## src/rtl/fir_da_pkg.sv

```systemverilog
// Shared constants and types for the bit-serial distributed-arithmetic FIR engine.
package fir_da_pkg;

  localparam int DATA_W = 16;
  localparam int TAPS   = 8;
  localparam int ACC_W  = 32;
  localparam int K_W    = $clog2(DATA_W);

  localparam logic [K_W-1:0] K_LAST = K_W'(DATA_W - 1);

  typedef enum logic [1:0] {
    IDLE,
    ACCUM,
    DONE
  } state_e;

endpackage

```

## src/rtl/fir_da_tap_line.sv

```systemverilog
// Sample delay line (tap0 = newest) exposing one bit-slice across all taps.
module fir_da_tap_line
  import fir_da_pkg::*;
(
  input  logic              clk,
  input  logic              rst_n,
  input  logic              shift_en,
  input  logic [DATA_W-1:0] din,
  input  logic [K_W-1:0]    bit_idx,
  output logic [TAPS-1:0]   slice
);

  logic [DATA_W-1:0] r_taps [TAPS];

  // NOTE: the delay line is real filter state, so it is reset like any other
  // register; a stale history would corrupt the first outputs after reset.
  always_ff @(posedge clk or negedge rst_n) begin
    if (!rst_n) begin
      for (int j = 0; j < TAPS; j++) r_taps[j] <= '0;
    end else if (shift_en) begin
      r_taps[0] <= din;
      for (int j = 1; j < TAPS; j++) r_taps[j] <= r_taps[j-1];
    end
  end

  // NOTE: assigning a default before the loop keeps this purely
  // combinational; any path that skips an assignment would infer a latch.
  always_comb begin
    slice = '0;
    for (int j = 0; j < TAPS; j++) slice[j] = r_taps[j][bit_idx];
  end

endmodule

```

## src/rtl/fir_da_mac_engine.sv

```systemverilog
// Bit-serial DA MAC: one LUT lookup per sample bit, shift-accumulated into one output.
module fir_da_mac_engine
  import fir_da_pkg::*;
(
  input  logic              clk,
  input  logic              rst_n,
  input  logic              in_valid,
  output logic              in_ready,
  input  logic [DATA_W-1:0] in_sample,
  output logic [TAPS-1:0]   lut_addr,
  input  logic [ACC_W-1:0]  lut_data,
  output logic              out_valid,
  input  logic              out_ready,
  output logic [ACC_W-1:0]  out_data,
  output logic              busy
);

  state_e             r_state;
  state_e             w_next;
  logic [K_W-1:0]     r_k;
  logic [ACC_W-1:0]   r_acc;
  logic [ACC_W-1:0]   r_out;
  logic [TAPS-1:0]    w_slice;
  logic [ACC_W-1:0]   w_term;
  logic [ACC_W-1:0]   w_sum;
  logic               w_accept;
  logic               w_last;

  assign w_accept = in_valid && (r_state == IDLE);
  assign w_last   = (r_k == K_LAST);
  assign w_term   = lut_data << r_k;
  // Two's-complement weighting: the sign-bit slice carries weight -2^(DATA_W-1).
  assign w_sum    = w_last ? (r_acc - w_term) : (r_acc + w_term);

  fir_da_tap_line u_tap_line (
    .clk      (clk),
    .rst_n    (rst_n),
    .shift_en (w_accept),
    .din      (in_sample),
    .bit_idx  (r_k),
    .slice    (w_slice)
  );

  always_comb begin
    w_next = r_state;
    unique case (r_state)
      IDLE:    if (in_valid) w_next = ACCUM;
      ACCUM:   if (w_last) w_next = DONE;
      DONE:    if (out_ready) w_next = IDLE;
      default: w_next = IDLE;
    endcase
  end

  // NOTE: sequential state uses non-blocking assignments so every register
  // samples pre-edge values regardless of statement order.
  always_ff @(posedge clk or negedge rst_n) begin
    if (!rst_n) r_state <= IDLE;
    else        r_state <= w_next;
  end

  always_ff @(posedge clk or negedge rst_n) begin
    if (!rst_n) begin
      r_k   <= '0;
      r_acc <= '0;
      r_out <= '0;
    end else if (w_accept) begin
      r_k   <= '0;
      r_acc <= '0;
    end else if (r_state == ACCUM) begin
      r_k   <= r_k + 1'b1;
      r_acc <= w_sum;
      if (w_last) r_out <= w_sum;
    end
  end

  assign in_ready  = (r_state == IDLE);
  assign out_valid = (r_state == DONE);
  assign busy      = (r_state != IDLE);
  assign lut_addr  = (r_state == ACCUM) ? w_slice : '0;
  assign out_data  = r_out;

endmodule

```

## config.mk

```make
export PLATFORM = sky130hd
export DESIGN_NAME = fir_da_mac_engine
export DESIGN_NICKNAME = d
export VERILOG_FILES = /design/src/rtl/fir_da_pkg.sv /design/src/rtl/fir_da_tap_line.sv /design/src/rtl/fir_da_mac_engine.sv
export SDC_FILE = /design/constraint.sdc
export NUM_CORES = 1
export LEC_CHECK = 0
export CORE_ASPECT_RATIO = 0.5
export CORE_MARGIN = 10
export CORE_UTILIZATION = 44
export DETAILED_ROUTE_END_ITERATION = 8
export PLACE_DENSITY = 0.67
export SLEW_MARGIN = 20
export SYNTH_ARGS = -nofsm -noshare
export SYNTH_HDL_FRONTEND = slang
export SYNTH_SLANG_ARGS = --single-unit
```

## constraint.sdc

```tcl
create_clock -name clk -period 6.4 [get_ports clk]
set_clock_uncertainty 0.15 [all_clocks]
set_input_delay 0.64 -clock clk [delete_from_list [all_inputs] [get_ports clk]]
set_output_delay 0.64 -clock clk [all_outputs]
set_load 0.02 [all_outputs]
```

==> flow_summary_export.csv <==
group,metric,value,unit
timing,finalSetupViolCount,0,
timing,period_needed,5.77,ns
clock_tree,cts_buffers,17,
floorplanning,die_h,140,microns
clock_tree,cts_sinks,198,
critical_path,required,6.59,ns
clock_tree,holdBufCountCts,0,
timing,grt_setup_unrepaired,"false",
synthesis,synthFlopType,"dfrtp_1",
detailed_routing,routed_via_density,5.72,
detailed_routing,drc_errors,0,
global_routing,grt_pass1_wl,48.9,mm
floorplanning,die_x,260,microns
finish,syn_to_final_growth,14.8,%
min_path,hp-class,"in -> async",
detailed_routing,drt_iter0_drc,620,
status,status,"finished clean",
detailed_routing,ant_nets,0,
synthesis,synth_top_cell_area_share,39.2,%
critical_path,endpoint_kind,"register",
detailed_routing,drtPass1Iterations,5,
synthesis,netlist.top_cell.by_area,"dfrtp_1",
timing,maxSlewHeadroom,38.9,%
critical_path,crit_chain,"buf_4 > mux4_2 > mux4_1 > a211oi_2 > nand4_1 > nand2_1 > xnor2_1 > ha_1 > a21oi_1 > a21oi_1 > a311oi_1 > o2111ai_1 > nand2_1 > a31oi_1 > o41ai_1 > or3_1 > nand3_1",
synthesis,synth_area_leaders,"dfrtp_1, mux4_2, mux2_2, o21ai_0, ha_1",
critical_path,arrival,5.96,ns
critical_path,cpPeakStageDelay,0.76,ns
synthesis,yosysSeqAreaShare,39.2,%
timing,fin_crit_sh,90.2,%
clock_tree,cts_setup_buffers,0,
finish,diodes,0,
synthesis,netlist_instances,1118,
critical_path,cp_max_fo,36,
global_routing,antenna_found_initial,0,
clock_tree,postCtsResizedCells,0,
run,cap_violations,0,
global_routing,grt_max_degree,71,
critical_path,path_class,"reg -> reg",
placement,port_buffers,94,
critical_path,reg2reg_depth,17,
floorplanning,dieArea,36300,sq um
floorplanning,coreArea,28000,sq um
synthesis,ys_warn_count,0,
critical_path,reg2reg_from,"r_k[0]$_DFFE_PN0P_",
synthesis,syn_nets,1204,
clock_tree,cts_tree,"done",
detailed_routing,wire_per_inst,18.5,microns
critical_path,r2r_end,"r_acc[31]$_DFFE_PN0P_",
clock_tree,root_buffer,"clkbuf_16",
placement,hpwl,21.1,mm
finish,stdcell_count,1573,
floorplanning,top_level_ports,95,
timing,slew_viol_final,0,
critical_path,ff2ff_setup_slack,0.63,ns
synthesis,ys_seq_elements,198,
detailed_routing,drt_wl_total,29.1,mm
global_routing,gr-total-overflow,0,
clock_tree,htree_levels,4,
finish,final_core_util,51.8,%
clock_tree,clock_latency,0.46,ns
global_routing,grt_pass1_vias,9210,
floorplanning,start_util,45.2,%
timing,clock.fmax,173,MHz
synthesis,synth_edf_count,0,
critical_path,slowest_stage,"dfrtp_4",
placement,gp_congestion,0.898,
timing,holdWs,0.0125,ns
floorplanning,num_rows,43,
synthesis,netlist_area,12600,sq um
finish,layout-drive-gt1-share,23.3,%
critical_path,cp-start-kind,"register",
synthesis,ys_types,72,
synthesis,avgSynthCellArea,11.3,sq um
clock_tree,clkTransAtPathRegs,0.08,ns
global_routing,grt_usage,16.4,%
detailed_routing,vias,8996,
timing,final_hold_viol_count,0,
synthesis,async_flop_share,100,%
timing,finalSetupTns,0,ns
placement,dp.cells,1541,
timing,worst_slew_pin_slew,0.916,ns
clock_tree,clockBufferDepth,2,
finish,fin_nets,1264,
-- synthesized netlist by cell type, types with 6 or more instances --
| cell | n |
|---|---|
| xnor2_1 | 29 |
| nand2b_1 | 15 |
| inv_1 | 18 |
| xor2_1 | 23 |
| buf_2 | 8 |
| a211oi_1 | 10 |
| mux4_1 | 6 |
| a21o_1 | 9 |
| nor2_1 | 40 |
| dfrtp_1 | 198 |
| clkbuf_1 | 49 |
| nand2_1 | 96 |
| mux2i_1 | 35 |
| nand3_1 | 51 |
| a31oi_1 | 10 |
| a21oi_1 | 47 |
| nor3_1 | 10 |
| and2_1 | 14 |
| buf_1 | 6 |
| o21ai_0 | 96 |
| nor2b_1 | 6 |
| ha_1 | 33 |
| mux4_2 | 71 |
| o21a_1 | 6 |
| mux2_2 | 138 |
-- worst max path at each step --
| stage | start | end | slack (ns) |
|---|---|---|---|
| 3_5_place_dp | lut_data[2] | r_acc[31]$_DFFE_PN0P_ | 0.45 |
| 3_3_place_gp | lut_data[9] | r_acc[31]$_DFFE_PN0P_ | 0.63 |
| 2_1_floorplan | r_k[1]$_DFFE_PN0P_ | r_acc[31]$_DFFE_PN0P_ | 1.20 |
| 4_1_cts | r_k[0]$_DFFE_PN0P_ | r_acc[31]$_DFFE_PN0P_ | 0.66 |
| 5_1_grt | r_k[0]$_DFFE_PN0P_ | r_acc[31]$_DFFE_PN0P_ | 0.31 |
| 6_report | r_k[0]$_DFFE_PN0P_ | r_acc[31]$_DFFE_PN0P_ | 0.63 |
-- critical path, delay by kind of cell (launching register included) --
kind	cells	cell delay, ns
muxes	2	1.23
adders and majority gates	1	0.33
buffers and inverters	1	0.49
AOI/OAI and AO/OA	7	1.80
DFF	1	0.76
and+or+nand+nor	5	0.73
xor gates and xnor gates	1	0.17
-- stage by stage --
stage | worst slack, ns | instance area, sq um
after floorplan | 1.20 | 12600
after global placement | 0.630 | 13900
after detailed placement | 0.447 | 13900
after CTS | 0.657 | 14500
after global routing | 0.309 | 14500
final | 0.629 | 14500
-- per-layer routing --
metal | track usage, % | wire (microns)
met4 | 5.45 | 532
met3 | 3.27 | 1170
met1 | 20.6 | 13000
met2 | 27.7 | 14400
met5 | 0 | 0
-- cells by family after synthesis --
kind of cell	after synthesis	share of synthesized area (%)
xor+xnor	52	3.60
mux	255	29.4
buf+inv	92	3.44
simple gates	262	10.2
compound gates	225	10.7
flops	198	39.2
fa+ha+maj	34	3.43
-- cell usage in the layout, fill, tap and decap left out, types with 3 or more instances in the layout --
| cell | netlist | layout |
|---|---|---|
| a21o_1 | 9 | 9 |
| and2_1 | 14 | 14 |
| and3_1 | 5 | 5 |
| o21a_1 | 6 | 6 |
| mux2i_1 | 35 | 35 |
| nand2b_1 | 15 | 14 |
| or2_2 | 4 | 4 |
| o22ai_1 | 5 | 5 |
| nand2_1 | 96 | 94 |
| o21ai_1 | 5 | 5 |
| o211ai_1 | 3 | 3 |
| nor2_1 | 40 | 40 |
| mux2_2 | 138 | 138 |
| nor3_1 | 10 | 10 |
| o21ai_0 | 96 | 96 |
| nor2b_1 | 6 | 6 |
| mux4_1 | 6 | 6 |
| buf_4 | 2 | 17 |
| a21oi_1 | 47 | 47 |
| inv_8 | 0 | 3 |
| clkbuf_16 | 0 | 17 |
| dfrtp_1 | 198 | 196 |
| mux4_2 | 71 | 71 |
| xnor2_1 | 29 | 29 |
| bufinv_16 | 0 | 4 |
| o31ai_1 | 4 | 4 |
| or3_1 | 4 | 4 |
| a211oi_1 | 10 | 10 |
| ha_1 | 33 | 33 |
| o41ai_1 | 3 | 3 |
| xor2_1 | 23 | 23 |
| mux2_1 | 4 | 4 |
| clkdlybuf4s50_1 | 0 | 93 |
| inv_1 | 18 | 18 |
| nand4_1 | 3 | 3 |
| o21bai_1 | 3 | 3 |
| nand3_1 | 51 | 51 |
| a31oi_1 | 10 | 10 |
-- sequential cells by signal, indices dropped and copies added, names as in the netlist --
name and count:
u_tap_line.r_taps 128, out_data 32, r_acc 32, r_state 2, r_k 4
-- layout make-up --
class | count | area [sq um]
inverter | 21 | 78.8
fill | 2485 | 13500
multi-input combinational | 828 | 7260
sequential | 198 | 4960
clock buffer | 20 | 447
timing repair buffer | 112 | 1090
tap | 382 | 478
clock inverter | 12 | 190
Power is left out: the tool's default activity adds up to more than one toggle a clock period on the data nets, which glitch-free logic cannot reach.
